**config.mk**
```make
export PLATFORM = sky130hd
export DESIGN_NAME = sram_port_arbiter
export DESIGN_NICKNAME = d
export VERILOG_FILES = /design/src/rtl/sram_arb_pkg.sv /design/src/rtl/sram_arb_age_ctr.sv /design/src/rtl/sram_port_arbiter.sv
export SDC_FILE = /design/constraint.sdc
export NUM_CORES = 1
export LEC_CHECK = 0
export BUFFER_PORTS_ARGS = -buffer_cell sky130_fd_sc_hd__buf_2
export CAP_MARGIN = 10
export CORE_UTILIZATION = 45
export DETAILED_ROUTE_END_ITERATION = 12
export PLACE_DENSITY = 0.79
export SYNTH_ARGS = -nofsm -noshare
export SYNTH_HDL_FRONTEND = slang
export SYNTH_SLANG_ARGS = --single-unit
```
**constraint.sdc**
```tcl
create_clock -name clk -period 3.8 [get_ports clk]
set_input_delay 0.38 -clock clk [delete_from_list [all_inputs] [get_ports clk]]
set_output_delay 0.38 -clock clk [all_outputs]
set_load 0.1 [all_outputs]
```
**src/rtl/sram_arb_pkg.sv**
```systemverilog
// Shared types and constants for the single-SRAM read/write port arbiter.
// Holds the FSM state encoding, the mem_rw polarity and the grant encoding.
package sram_arb_pkg;

  typedef enum logic [1:0] {
    IDLE  = 2'd0,
    ISSUE = 2'd1,
    BUSY  = 2'd2,
    DONE  = 2'd3
  } arb_state_e;

  localparam logic RW_READ  = 1'b1;
  localparam logic RW_WRITE = 1'b0;

  typedef enum logic {
    GNT_R = 1'b0,
    GNT_W = 1'b1
  } grant_e;

endpackage

```
**src/rtl/sram_arb_age_ctr.sv**
```systemverilog
// Write-starvation counter: counts IDLE cycles in which W waited unaccepted,
// saturating at WR_MAX_WAIT, and raises force_w once the limit is reached.
module sram_arb_age_ctr #(
  parameter int WR_MAX_WAIT = 8
) (
  input  logic clk,
  input  logic reset,
  input  logic inc,
  input  logic clr,
  output logic force_w
);

  localparam int CW = $clog2(WR_MAX_WAIT + 1);
  localparam logic [CW-1:0] CNT_MAX = CW'(WR_MAX_WAIT);

  logic [CW-1:0] wait_cnt;

  // Clearing on a W accept takes precedence over counting.
  always_ff @(posedge clk or posedge reset) begin
    if (reset) begin
      wait_cnt <= '0;
    end else if (clr) begin
      wait_cnt <= '0;
    end else if (inc && (wait_cnt != CNT_MAX)) begin
      wait_cnt <= wait_cnt + 1'b1;
    end
  end

  assign force_w = (wait_cnt == CNT_MAX);

endmodule

```
**src/rtl/sram_port_arbiter.sv**
```systemverilog
// Shares one sram_ctrl between a capture-side write port and a VGA read port,
// one transaction in flight. Define ARB_STARVE_GUARD_EN to bound write starvation.
module sram_port_arbiter
  import sram_arb_pkg::*;
#(
  parameter int ADDR_W      = 16,
  parameter int DATA_W      = 16,
  parameter int TIMEOUT_CYC = 64,
  parameter int WR_MAX_WAIT = 8
) (
  input  logic              clk,
  input  logic              reset,
  input  logic              w_valid,
  input  logic [ADDR_W-1:0] w_addr,
  input  logic [DATA_W-1:0] w_data,
  output logic              w_ready,
  output logic              w_done,
  input  logic              r_valid,
  input  logic [ADDR_W-1:0] r_addr,
  output logic              r_ready,
  output logic [DATA_W-1:0] r_data,
  output logic              r_dvalid,
  output logic [ADDR_W-1:0] mem_addr,
  output logic [DATA_W-1:0] mem_wdata,
  output logic              mem_start_n,
  output logic              mem_rw,
  input  logic              mem_ready,
  input  logic [DATA_W-1:0] mem_rdata,
  output logic              busy,
  output logic              timeout_err
);

  localparam int TO_W = (TIMEOUT_CYC > 1) ? $clog2(TIMEOUT_CYC) : 1;
  localparam logic [TO_W-1:0] TO_LAST = TO_W'(TIMEOUT_CYC - 1);

  arb_state_e      state, next_state;
  grant_e          grant;
  logic [TO_W-1:0] to_cnt;
  logic            force_w;

`ifdef ARB_STARVE_GUARD_EN
  sram_arb_age_ctr #(
    .WR_MAX_WAIT(WR_MAX_WAIT)
  ) u_age_ctr (
    .clk    (clk),
    .reset  (reset),
    .inc    ((state == IDLE) && w_valid && !w_ready),
    .clr    (w_ready),
    .force_w(force_w)
  );
`else
  // Strict R-over-W priority; the write-wait limit has no effect in this build.
  assign force_w = 1'b0 && (WR_MAX_WAIT > 0);
`endif

  always_ff @(posedge clk or posedge reset) begin
    if (reset) begin
      state <= IDLE;
    end else begin
      state <= next_state;
    end
  end

  always_comb begin
    next_state  = state;
    grant       = GNT_R;
    r_ready     = 1'b0;
    w_ready     = 1'b0;
    r_dvalid    = 1'b0;
    w_done      = 1'b0;
    timeout_err = 1'b0;
    case (state)
      IDLE: begin
        if (force_w && w_valid) begin
          grant = GNT_W;
        end else if (r_valid) begin
          grant = GNT_R;
        end else if (w_valid) begin
          grant = GNT_W;
        end
        r_ready = !reset && r_valid && (grant == GNT_R);
        w_ready = !reset && w_valid && (grant == GNT_W);
        if (r_ready || w_ready) begin
          next_state = ISSUE;
        end
      end
      ISSUE: begin
        next_state = BUSY;
      end
      BUSY: begin
        if (mem_ready) begin
          next_state = DONE;
        end else if (to_cnt == TO_LAST) begin
          next_state  = IDLE;
          timeout_err = 1'b1;
        end
      end
      DONE: begin
        r_dvalid   = (mem_rw == RW_READ);
        w_done     = (mem_rw == RW_WRITE);
        next_state = IDLE;
      end
      default: begin
        next_state = IDLE;
      end
    endcase
  end

  // Request is latched at accept and held untouched until the next accept.
  always_ff @(posedge clk or posedge reset) begin
    if (reset) begin
      mem_addr  <= '0;
      mem_wdata <= '0;
      mem_rw    <= RW_READ;
    end else if (r_ready) begin
      mem_addr <= r_addr;
      mem_rw   <= RW_READ;
    end else if (w_ready) begin
      mem_addr  <= w_addr;
      mem_wdata <= w_data;
      mem_rw    <= RW_WRITE;
    end
  end

  always_ff @(posedge clk or posedge reset) begin
    if (reset) begin
      to_cnt <= '0;
    end else if (state == ISSUE) begin
      to_cnt <= '0;
    end else if (state == BUSY) begin
      to_cnt <= to_cnt + 1'b1;
    end
  end

  always_ff @(posedge clk or posedge reset) begin
    if (reset) begin
      r_data <= '0;
    end else if ((state == BUSY) && mem_ready && (mem_rw == RW_READ)) begin
      r_data <= mem_rdata;
    end
  end

  assign mem_start_n = (state != ISSUE);
  assign busy        = (state != IDLE);

endmodule

```
Word-level counts from Yosys, hierarchy flattened
Index checks and enable logic that the tools add are counted.
{"block": "word_totals", "elab_cells": 51, "in_bits": 69, "register_bits": 57, "output_inout_bits": 56}
{"block": "op_classes", "n_bitwise": 3, "n_eq_ne": 7, "n_mux": 20, "addsub": 1, "reduce_logical": 14}
{"operator": "$mux 16", "n": 2}
{"operator": "$mux 1", "n": 12}
{"operator": "$mux 6", "n": 2}
{"operator": "$pmux 2 s4", "n": 1}
{"operator": "$add 6x1->6 const B", "n": 1}
{"operator": "$eq 6x6->1 const B", "n": 1}
{"operator": "$logic_and 1x1->1", "n": 6}
{"operator": "$mux 2", "n": 3}
{"operator": "$reduce_bool 2->1", "n": 3}
{"operator": "$eq 2x2->1 const B", "n": 2}
{"operator": "$reduce_and 2->1", "n": 2}
{"operator": "$ne 3x3->1 const B", "n": 1}
{"operator": "$not 1->1", "n": 3}
{"operator": "$eq 2x1->1 const B", "n": 1}
{"operator": "$logic_not 2->1", "n": 1}
{"operator": "$ne 2x1->1 const B", "n": 1}
{"operator": "$ne 2x2->1 const B", "n": 1}
{"operator": "$logic_not 1->1", "n": 1}
{"operator": "$logic_or 1x1->1", "n": 1}

Longest topological paths before layout
Gate-level depths: netlist of run 1.
{"block": "depth", "ltp_word": 8, "mapped_depth": 8, "depth_no_buf": 6}

Worst setup path before layout of run 1
OpenSTA, ideal clock, no wires.
{"block": "synth_path", "path_kind": "reg-to-output", "startpoint": "register mem_rw", "endpoint": "output port w_done", "n_path_buf": 0, "arrival_time_ns": 1.941, "slack_ns": 1.479, "t_required_ns": 3.420, "stages_incl_launch_ff": 2, "cell_sequence": "dfstp_2 -> nor2b_1"}
{"block": "synth_between", "elab_chain_cells": 2}
{"item": "from (decl)", "line_no": "sram_port_arbiter.sv:26", "source": "output logic mem_rw,"}
{"item": "from (signal assigned)", "line_no": "sram_port_arbiter.sv:114", "source": "mem_rw <= RW_READ;"}
{"item": "from (signal assigned)", "line_no": "sram_port_arbiter.sv:117", "source": "mem_rw <= RW_READ;"}
{"item": "from (signal assigned)", "line_no": "sram_port_arbiter.sv:121", "source": "mem_rw <= RW_WRITE;"}
{"item": "$not 1->1", "line_no": "sram_port_arbiter.sv:100", "source": "w_done = (mem_rw == RW_WRITE);"}
{"item": "$mux 1", "line_no": "sram_port_arbiter.sv:72", "source": "case (state)"}
{"item": "to (decl)", "line_no": "sram_port_arbiter.sv:17", "source": "output logic w_done,"}
Every way passes these cells.

Worst setup path in the final report of run 1
{"block": "layout_path", "startpoint": "register state[1]", "endpoint": "output port w_ready"}
{"block": "layout_between", "elab_chain_cells": 2}
{"item": "from (decl)", "line_no": "sram_port_arbiter.sv:36", "source": "arb_state_e state, next_state;"}
{"item": "from (signal assigned)", "line_no": "sram_port_arbiter.sv:60", "source": "state <= next_state;"}
{"item": "$logic_not 2->1"}
{"item": "$mux 1", "line_no": "sram_port_arbiter.sv:72"}
{"item": "to (decl)", "line_no": "sram_port_arbiter.sv:16", "source": "output logic w_ready,"}
Every way passes these cells.

==> results of run 1 <==
per-layer routing:
metal,track usage,part of all wire,vias up
li1,-,-,958
met1,0.266,0.45,937
met2,0.329,0.47,83
met3,0.0512,0.063,7
met4,0.0904,0.011,0
met5,0,0,-
critical path: cells and delay by family, from the launching register on:
kind                     cells  cell delay, ns
adder cells (fa/ha/maj)      1            0.24
buffers and inverters        2            0.66
AND/OR/NAND/NOR              1            0.54
flip-flops                   1            0.40
registers in the layout (all words and copies together), names as in the netlist:
name and count:
mem_rw 1, mem_addr 16, mem_wdata 16, to_cnt 6, state 2, r_data 16
per-stage QoR:
stage                     cell area, µm²  setup slack, ns  std cells  hold slack (ns)
after floorplan                     2520             1.48        199            0.489
after global placement              3180             1.70        387            0.454
after detailed placement            3180             1.58        387            0.460
after CTS                           3410             1.23        403            0.200
after global routing                3410             1.12        403            0.263
final                               3410             1.25        403            0.191
area by class of cell:
type | instances | area [µm²]
Fill cell | 417 | 1830
Sequential cell | 57 | 1430
Multi-Input combinational cell | 125 | 991
Timing Repair Buffer | 127 | 643
Clock buffer | 12 | 155
Tap cell | 70 | 87.6
Clock inverter | 4 | 75.1
Inverter | 8 | 30.0
synthesized netlist by cell type, drive strengths merged:
library cell,instances
o21ai,2
a31o,1
nor2,5
mux2,33
and2,1
or2,1
and2b,1
buf,8
a21oi,3
o2bb2ai,3
ha,6
o22ai,1
clkbuf,1
nor3,3
a22oi,16
and4bb,1
and3b,1
a22o,1
o21bai,1
mux2i,1
nand2,35
o31ai,1
dfstp,1
nor2b,2
o22a,1
a21boi,1
inv,8
nand4,1
nand3,3
dfrtp,56
cells by family after synthesis:
logic type | after synthesis | synth area share
compound gates | 31 | 0.0920
fa+ha+maj | 6 | 0.0298
buf+inv | 17 | 0.0393
flops | 57 | 0.567
mux | 34 | 0.169
simple gates | 54 | 0.102
final timing paths:
check,to,from
hold / removal,mem_addr[15]$_DFFE_PP0P_,reset
hold reg to reg,mem_addr[15]$_DFFE_PP0P_,mem_addr[15]$_DFFE_PP0P_
min in group clk,mem_addr[15]$_DFFE_PP0P_,w_addr[15]
setup / recovery,w_ready,state[1]$_DFFE_PP0P_
max in group asynchronous,mem_rw$_DFFE_PP1P_,reset
setup reg to reg,mem_wdata[13]$_DFFE_PP0P_,state[1]$_DFFE_PP0P_
==> results.sh, run 1 <==
export IMPL_endpoint_kind="primary output"
export IMPL_hold_viol=0
export IMPL_layout_commonest_cell="buf_2"
export IMPL_first_global_vias=1973
export IMPL_die_h_um=76.8
export IMPL_antenna_found_initial=0
export IMPL_grt_overflow=0
export IMPL_yosys_warnings=0
export IMPL_rsz0062_at_grt="false"
export IMPL_synthTopCellsByArea="dfrtp_1 56%, mux2_2 9.4%, mux2_4 7.2%"
export IMPL_crit_fanout=17
export IMPL_drtAntennaViolNets=0
export IMPL_period_share=0.672
export IMPL_drv_slew=0
export IMPL_required_ns=3.42
export IMPL_yosysTopAreaCellShare=0.557
export IMPL_final_cell_mix="124 x buf_2, 56 x dfrtp_1, 35 x nand2_1, 21 x mux2_2, 16 x a22oi_1"
export IMPL_status="complete, no violations"
export IMPL_dp_hpwl_um=4140
export IMPL_yosysTopAreaCell="dfrtp_1"
export IMPL_syn_cell_area_um2=2520
export IMPL_clkTransAtPathRegs_ns=0.06
export IMPL_rr_worst_depth=5
export IMPL_post_cts_buffers=0
export IMPL_tns_ns=0
export IMPL_drv_cap=0
export IMPL_critPathMaxStageDelay_ns=0.54
export IMPL_syn_nets=274
export IMPL_wl_um=5610
export IMPL_synthToLayoutAreaGrowth_pct=35.4
export IMPL_drc=0
export IMPL_final_util=0.651
export IMPL_start_util=0.481
export IMPL_fin_nets=403
export IMPL_timing_fmax_mhz=392
export IMPL_max_slew_margin=0.532
export IMPL_grt_first_pass_wirelength_um=9360
export IMPL_n_antenna_cell=0
export IMPL_grt_max_degree=35
export IMPL_first_pass_iters=5
export IMPL_cts_max_level=3
export IMPL_vias=1985
export IMPL_io_pins=125
export IMPL_clockBufferDepth=2
export IMPL_worst_setup_path_start_kind="flop"
export IMPL_core_area_um2=5240
export IMPL_clock_latency_ns=0.33
export IMPL_period_minus_slack_ns=2.55
export IMPL_place_gp_congestion=0.779
export IMPL_postSynthCellCount=199
export IMPL_drive_gt1_frac=0.556
export IMPL_critPathKind="flop to primary output"
export IMPL_slowest_stage="and4bb_2"
export IMPL_setup_viol=0
export IMPL_via_per_inst=4.93
export IMPL_core_rowCount=26
export IMPL_path_cells="inv_1 > ha_1 > and4bb_2 > buf_2"
export IMPL_ys_types=34
export IMPL_hold_buffers=0
export IMPL_seq_area_frac_synth=0.567
export IMPL_syn_avg_cell_area_um2=12.7
export IMPL_clock_sinks=57
export IMPL_cts_tree="yes"
export IMPL_tightest_slew_ns=0.700
export IMPL_port_buffers=124
export IMPL_dieArea_um2=5900
export IMPL_numCtsBuffers=9
export IMPL_drt_iter0_drc=121
export IMPL_arrival_ns=2.17
export IMPL_hold_class="input pin to async pin"
export IMPL_clockRootBuffer="clkbuf_8"
export IMPL_synth_seq_cells=57
export IMPL_fin_skew_ns=0.00475
export IMPL_worst_r2r_setup_slack_ns=1.56
export IMPL_grtUsageTotal=0.206
export IMPL_wl_per_cell_um=13.9
export IMPL_die_w_um=76.8
export IMPL_ctsResizeCount=0
Power of run 1 is not shown: default switching activity piles up to over one toggle a cycle in this logic, so the estimate is an artifact.
==> run 2: changes to the inputs <==
--- a/config.mk
+++ b/config.mk
@@ -5,11 +5,12 @@
 export SDC_FILE = /design/constraint.sdc
 export NUM_CORES = 1
 export LEC_CHECK = 0
+export ABC_AREA = 1
 export BUFFER_PORTS_ARGS = -buffer_cell sky130_fd_sc_hd__buf_2
 export CAP_MARGIN = 10
 export CORE_UTILIZATION = 45
 export DETAILED_ROUTE_END_ITERATION = 12
-export PLACE_DENSITY = 0.79
+export PLACE_DENSITY = 0.78
 export SYNTH_ARGS = -nofsm -noshare
 export SYNTH_HDL_FRONTEND = slang
 export SYNTH_SLANG_ARGS = --single-unit
==> constraint.sdc (replaced) <==
create_clock -name clk -period 2.6 [get_ports clk]
set_input_delay 0.26 -clock clk [delete_from_list [all_inputs] [get_ports clk]]
set_output_delay 0.26 -clock clk [all_outputs]
set_load 0.1 [all_outputs]
==> run 2 against run 1 <==
Utilization fell by 1.8 points; area after synthesis is 2.9% higher; global-route usage rose by 0.078 points; setup slack got worse by 1.0 ns; routed wire length grew 3.6%; synthesized cell count increased by 60%; critical path depth rose by 1; cell count is 30% higher; non-clock buffer count stayed put; clock skew increased by 0.0021 ns; via count grew 21%; clock-buffer cell count shrank 3; highest routed layer unchanged.
==> results.sh, run 2 <==
export IMPL_arrival_ns=2.10
export IMPL_setup_viol=0
export IMPL_period_share=0.907
export IMPL_fin_skew_ns=0.00689
export IMPL_yosysTopAreaCellShare=0.541
export IMPL_place_ws_ns=0.574
export IMPL_synth_xor_area_frac=0
export IMPL_yosys_warnings=0
export IMPL_postSynthCellCount=319
export IMPL_via_per_inst=4.57
export IMPL_final_cell_mix="130 x nand2_1, 123 x buf_2, 56 x dfrtp_1, 42 x inv_1, 20 x nor2_1"
export IMPL_period_minus_slack_ns=2.36
export IMPL_synthTopCellsByCount="130 x nand2_1, 56 x dfrtp_1, 43 x inv_1"
export IMPL_wl_per_cell_um=11.1
export IMPL_die_h_um=77.9
export IMPL_timing_fmax_mhz=424
export IMPL_crit_fanout=19
export IMPL_drv_cap=0
export IMPL_cp_num_buf_inv=3
export IMPL_worst_setup_path_start_kind="flop"
export IMPL_rsz0062_at_grt="false"
export IMPL_max_slew_margin=0.538
export IMPL_tightest_slew_ns=0.693
export IMPL_syn_avg_cell_area_um2=8.12
export IMPL_synthToLayoutAreaGrowth_pct=35.3
export IMPL_critical_path_reg2reg_startpoint="state[1]$_DFFE_PP0P_"
export IMPL_yosysTopAreaCell="dfrtp_1"
export IMPL_drc=0
export IMPL_endpoint_kind="primary output"
export IMPL_io_pins=125
export IMPL_syn_nets=394
export IMPL_critPathKind="flop to primary output"
export IMPL_synth_area_mux_share=0
export IMPL_dp_hpwl_um=4290
export IMPL_first_pass_iters=4
export IMPL_async_reset_ff_frac=1.00
export IMPL_synthTopCellsByArea="dfrtp_1 54%, nand2_1 19%, inv_1 6.2%"
export IMPL_seq_area_frac_synth=0.551
export IMPL_synth_top_family_by_area="simple AND/OR/NAND/NOR gates"
export IMPL_grt_max_degree=59
export IMPL_post_cts_buffers=0
export IMPL_tns_ns=0
export IMPL_whs_ns=0.121
export IMPL_hold_viol=0
export IMPL_die_w_um=77.9
export IMPL_syn_cell_area_um2=2590
export IMPL_grt_overflow=0
export IMPL_grt_first_pass_wirelength_um=9620
export IMPL_drv_slew=0
export IMPL_status="complete, no violations"
export IMPL_port_buffers=124
export IMPL_setup_slack_ns=0.243
export IMPL_hold_class="input pin to flop"
export IMPL_n_antenna_cell=0
export IMPL_clock_sinks=57
export IMPL_holdCritStartpoint="w_data[3]"
export IMPL_cts_max_level=3
export IMPL_clockRootBuffer="clkbuf_8"
export IMPL_synth_compound_area_frac=0.0724
export IMPL_crit_start="state[1]$_DFFE_PP0P_"
export IMPL_clockBufferDepth=2
export IMPL_drtAntennaViolNets=0
export IMPL_vias=2395
export IMPL_path_cells="inv_1 > ha_1 > nand3_4 > inv_2 > buf_12"
export IMPL_yosysMostFrequentCell="nand2_1"
export IMPL_synth_simple_area_share=0.258
export IMPL_cpLargestDelayFamily="buffers and inverters"
export IMPL_synth_ff_type="dfrtp_1"
export IMPL_dieArea_um2=6070
export IMPL_synth_seq_cells=57
export IMPL_drt_iter0_drc=76
export IMPL_cts_tree="yes"
export IMPL_numCtsBuffers=9
export IMPL_place_gp_congestion=0.764
export IMPL_core_area_um2=5540
export IMPL_wl_um=5810
export IMPL_fin_nets=522
export IMPL_ys_types=22
export IMPL_grtUsageTotal=0.207
export IMPL_clkTransAtPathRegs_ns=0.07
export IMPL_clock_latency_ns=0.33
export IMPL_required_ns=2.34
export IMPL_slowest_stage="dfrtp_1"
export IMPL_critPathMaxStageDelay_ns=0.41
export IMPL_ctsResizeCount=0
export IMPL_core_rowCount=27
export IMPL_synth_edf_count=0
export IMPL_start_util=0.468
export IMPL_layout_commonest_cell="nand2_1"
export IMPL_top_regs="mem_addr: 16 flops, mem_wdata: 16 flops, r_data: 16 flops"
export IMPL_first_global_vias=2217
export IMPL_antenna_found_initial=0
export IMPL_synthAdderAreaFrac=0.0290
export IMPL_hold_buffers=0
export IMPL_drive_gt1_frac=0.336
## run 2: per-layer routing
metal | share of wire | track usage | up-vias
met4 | 0.011 | 0.0906 | 0
met1 | 0.46 | 0.258 | 1067
met3 | 0.070 | 0.0624 | 6
met5 | 0 | 0 | -
li1 | - | - | 1223
met2 | 0.46 | 0.333 | 99
## run 2: area by class of cell
class | count | area [µm²]
clock buffer | 9 | 124
clock inverter | 7 | 95.1
fill | 497 | 2030
inverter | 45 | 175
multi-input combinational | 207 | 937
sequential | 57 | 1430
tap | 72 | 90.1
timing repair buffer | 127 | 658
## run 2: through the flow
step / cells / area (µm²) / util
final: 524 / 3510 / 0.633
after global routing: 524 / 3510 / 0.633
after CTS: 524 / 3510 / 0.633
after detailed placement: 508 / 3290 / 0.593
after global placement: 508 / 3290 / 0.593
after floorplan: 319 / 2600 / -
## run 2: logic make-up after synthesis
group                      Yosys count
DFF                                 57
adders and majority gates            6
buffers and inverters               55
and+or+nand+nor                    164
AOI/OAI and AO/OA                   37
## run 2: worst paths after layout
| kind | end | cells after the start | slack (ns) |
|---|---|---|---|
| min | mem_wdata[3]$_DFFE_PP0P_ | 3 | 0.12 |
| max reg2reg | mem_wdata[5]$_DFFE_PP0P_ | 7 | 0.61 |
| max in group asynchronous | mem_addr[7]$_DFFE_PP0P_ | 3 | 1.94 |
| min in group asynchronous | state[0]$_DFFE_PP0P_ | 3 | 0.22 |
| max | w_ready | 5 | 0.24 |
| min reg2reg | mem_addr[0]$_DFFE_PP0P_ | 2 | 0.48 |
## run 2: worst reg2reg max path: stages, from the launching register on
cell and delay (ns):
dfrtp_1 0.41, inv_1 0.14, ha_1 0.33, nand3_4 0.26, inv_2 0.40, buf_4 0.26
nand2_1 0.07, nand2_1 0.06
Power of run 2 is left out for the same reason.
==> run 3: changes to the inputs <==
--- a/config.mk
+++ b/config.mk
@@ -11,6 +11,7 @@
 export CORE_UTILIZATION = 45
 export DETAILED_ROUTE_END_ITERATION = 12
 export PLACE_DENSITY = 0.78
+export RECOVER_POWER = 50
 export SYNTH_ARGS = -nofsm -noshare
 export SYNTH_HDL_FRONTEND = slang
 export SYNTH_SLANG_ARGS = --single-unit
==> run 3 against run 2 <==
Global-route usage unchanged; non-clock buffer count is the same; clock-buffer cell count is the same; critical path depth unchanged; first-iteration DRC count rose by 18%; critical endpoint unchanged; largest cell class unchanged.
==> results.sh, run 3 (same netlist as run 2, synthesis figures left out) <==
export IMPL_grt_max_degree=59
export IMPL_hold_class="input pin to flop"
export IMPL_clock_sinks=57
export IMPL_drive_gt1_frac=0.279
export IMPL_die_h_um=77.9
export IMPL_clockBufferDepth=2
export IMPL_io_pins=125
export IMPL_final_cell_mix="130 x nand2_1, 98 x buf_2, 56 x dfrtp_1, 42 x inv_1, 26 x clkbuf_1"
export IMPL_start_util=0.468
export IMPL_max_slew_margin=0.0869
export IMPL_critPathKind="flop to primary output"
export IMPL_place_gp_congestion=0.764
export IMPL_period_minus_slack_ns=2.37
export IMPL_cts_tree="yes"
export IMPL_period_share=0.911
export IMPL_first_pass_iters=4
export IMPL_slowest_stage="dfrtp_1"
export IMPL_drv_cap=0
export IMPL_place_ws_ns=0.574
export IMPL_hold_path_depth=3
export IMPL_vias=2373
export IMPL_n_antenna_cell=0
export IMPL_grt_overflow=0
export IMPL_layout_commonest_cell="nand2_1"
export IMPL_grt_first_pass_wirelength_um=9620
export IMPL_via_per_inst=4.53
export IMPL_path_cells="inv_1 > ha_1 > nand3_4 > inv_2 > buf_12"
export IMPL_dieArea_um2=6070
export IMPL_tns_ns=0
export IMPL_drtAntennaViolNets=0
export IMPL_clkTransAtPathRegs_ns=0.07
export IMPL_setup_slack_ns=0.230
export IMPL_die_w_um=77.9
export IMPL_cts_max_level=3
export IMPL_rr_worst_depth=7
export IMPL_hold_buffers=0
export IMPL_hold_viol=0
export IMPL_dp_hpwl_um=4290
export IMPL_clock_latency_ns=0.33
export IMPL_first_global_vias=2217
export IMPL_fin_nets=522
export IMPL_dp_cells=508
export IMPL_required_ns=2.34
export IMPL_clockRootBuffer="clkbuf_8"
export IMPL_endpoint_kind="primary output"
export IMPL_grtUsageTotal=0.207
export IMPL_status="complete, no violations"
export IMPL_final_cells=524
export IMPL_wl_per_cell_um=11.1
export IMPL_post_cts_buffers=0
export IMPL_drt_iter0_drc=90
export IMPL_core_area_um2=5540
export IMPL_core_rowCount=27
export IMPL_arrival_ns=2.11
export IMPL_port_buffers=124
export IMPL_drv_slew=0
export IMPL_timing_fmax_mhz=422
export IMPL_drc=0
export IMPL_setup_viol=0
export IMPL_crit_fanout=19
export IMPL_wl_um=5840
export IMPL_numCtsBuffers=9
export IMPL_top_regs="mem_addr: 16 flops, mem_wdata: 16 flops, r_data: 16 flops"
export IMPL_fin_skew_ns=0.00778
export IMPL_tightest_slew_ns=1.37
export IMPL_ctsResizeCount=0
export IMPL_antenna_found_initial=0
export IMPL_critPathMaxStageDelay_ns=0.41
export IMPL_rsz0062_at_grt="false"
export IMPL_worst_setup_path_start_kind="flop"
export IMPL_synthToLayoutAreaGrowth_pct=33.8
## run 3: cell types whose count changed in the layout (fill, tap and decap cells not counted), sizes merged
| cell | change |
|---|---|
| clkbuf | +27 |
| buf | -27 |
## run 3: worst max-delay path: cells and delay by family, from the launching register on
family	cells	cell delay (ns)
flops	1	0.41
simple gates	1	0.26
fa+ha+maj	1	0.33
buf+inv	3	0.77
## run 3: path summary, 6_finish.rpt
path | start | end | slack [ns]
max reg2reg | state[1]$_DFFE_PP0P_ | mem_wdata[5]$_DFFE_PP0P_ | 0.60
min in group asynchronous | reset | state[0]$_DFFE_PP0P_ | 0.50
max in group asynchronous | reset | mem_addr[7]$_DFFE_PP0P_ | 1.29
max | state[1]$_DFFE_PP0P_ | w_ready | 0.23
min reg2reg | mem_addr[0]$_DFFE_PP0P_ | mem_addr[0]$_DFFE_PP0P_ | 0.48
min | w_data[3] | mem_wdata[3]$_DFFE_PP0P_ | 0.12
## run 3: cell type report
type	count	area, µm²
Timing Repair Buffer	127	621
Inverter	45	173
Clock buffer	9	124
Fill cell	513	2070
Clock inverter	7	95.1
Multi-Input combinational cell	207	937
Sequential cell	57	1430
Tap cell	72	90.1
## run 3: through the flow
stage          instance area [µm²]   util  hold WS (ns)
6_report                      3470  0.626         0.121
2_1_floorplan                 2600      -         0.365
5_1_grt                       3470  0.626         0.119
4_1_cts                       3510  0.633         0.110
3_5_place_dp                  3290  0.593         0.458
3_3_place_gp                  3290  0.593         0.455
## run 3: layer usage
layer  up-vias  global-route usage  share of wire
met5         -                   0              0
met3         6              0.0624          0.068
met1      1052               0.258           0.46
li1       1220                   -              -
met4         0              0.0906          0.011
met2        95               0.333           0.46
Power of run 3 is left out for the same reason.
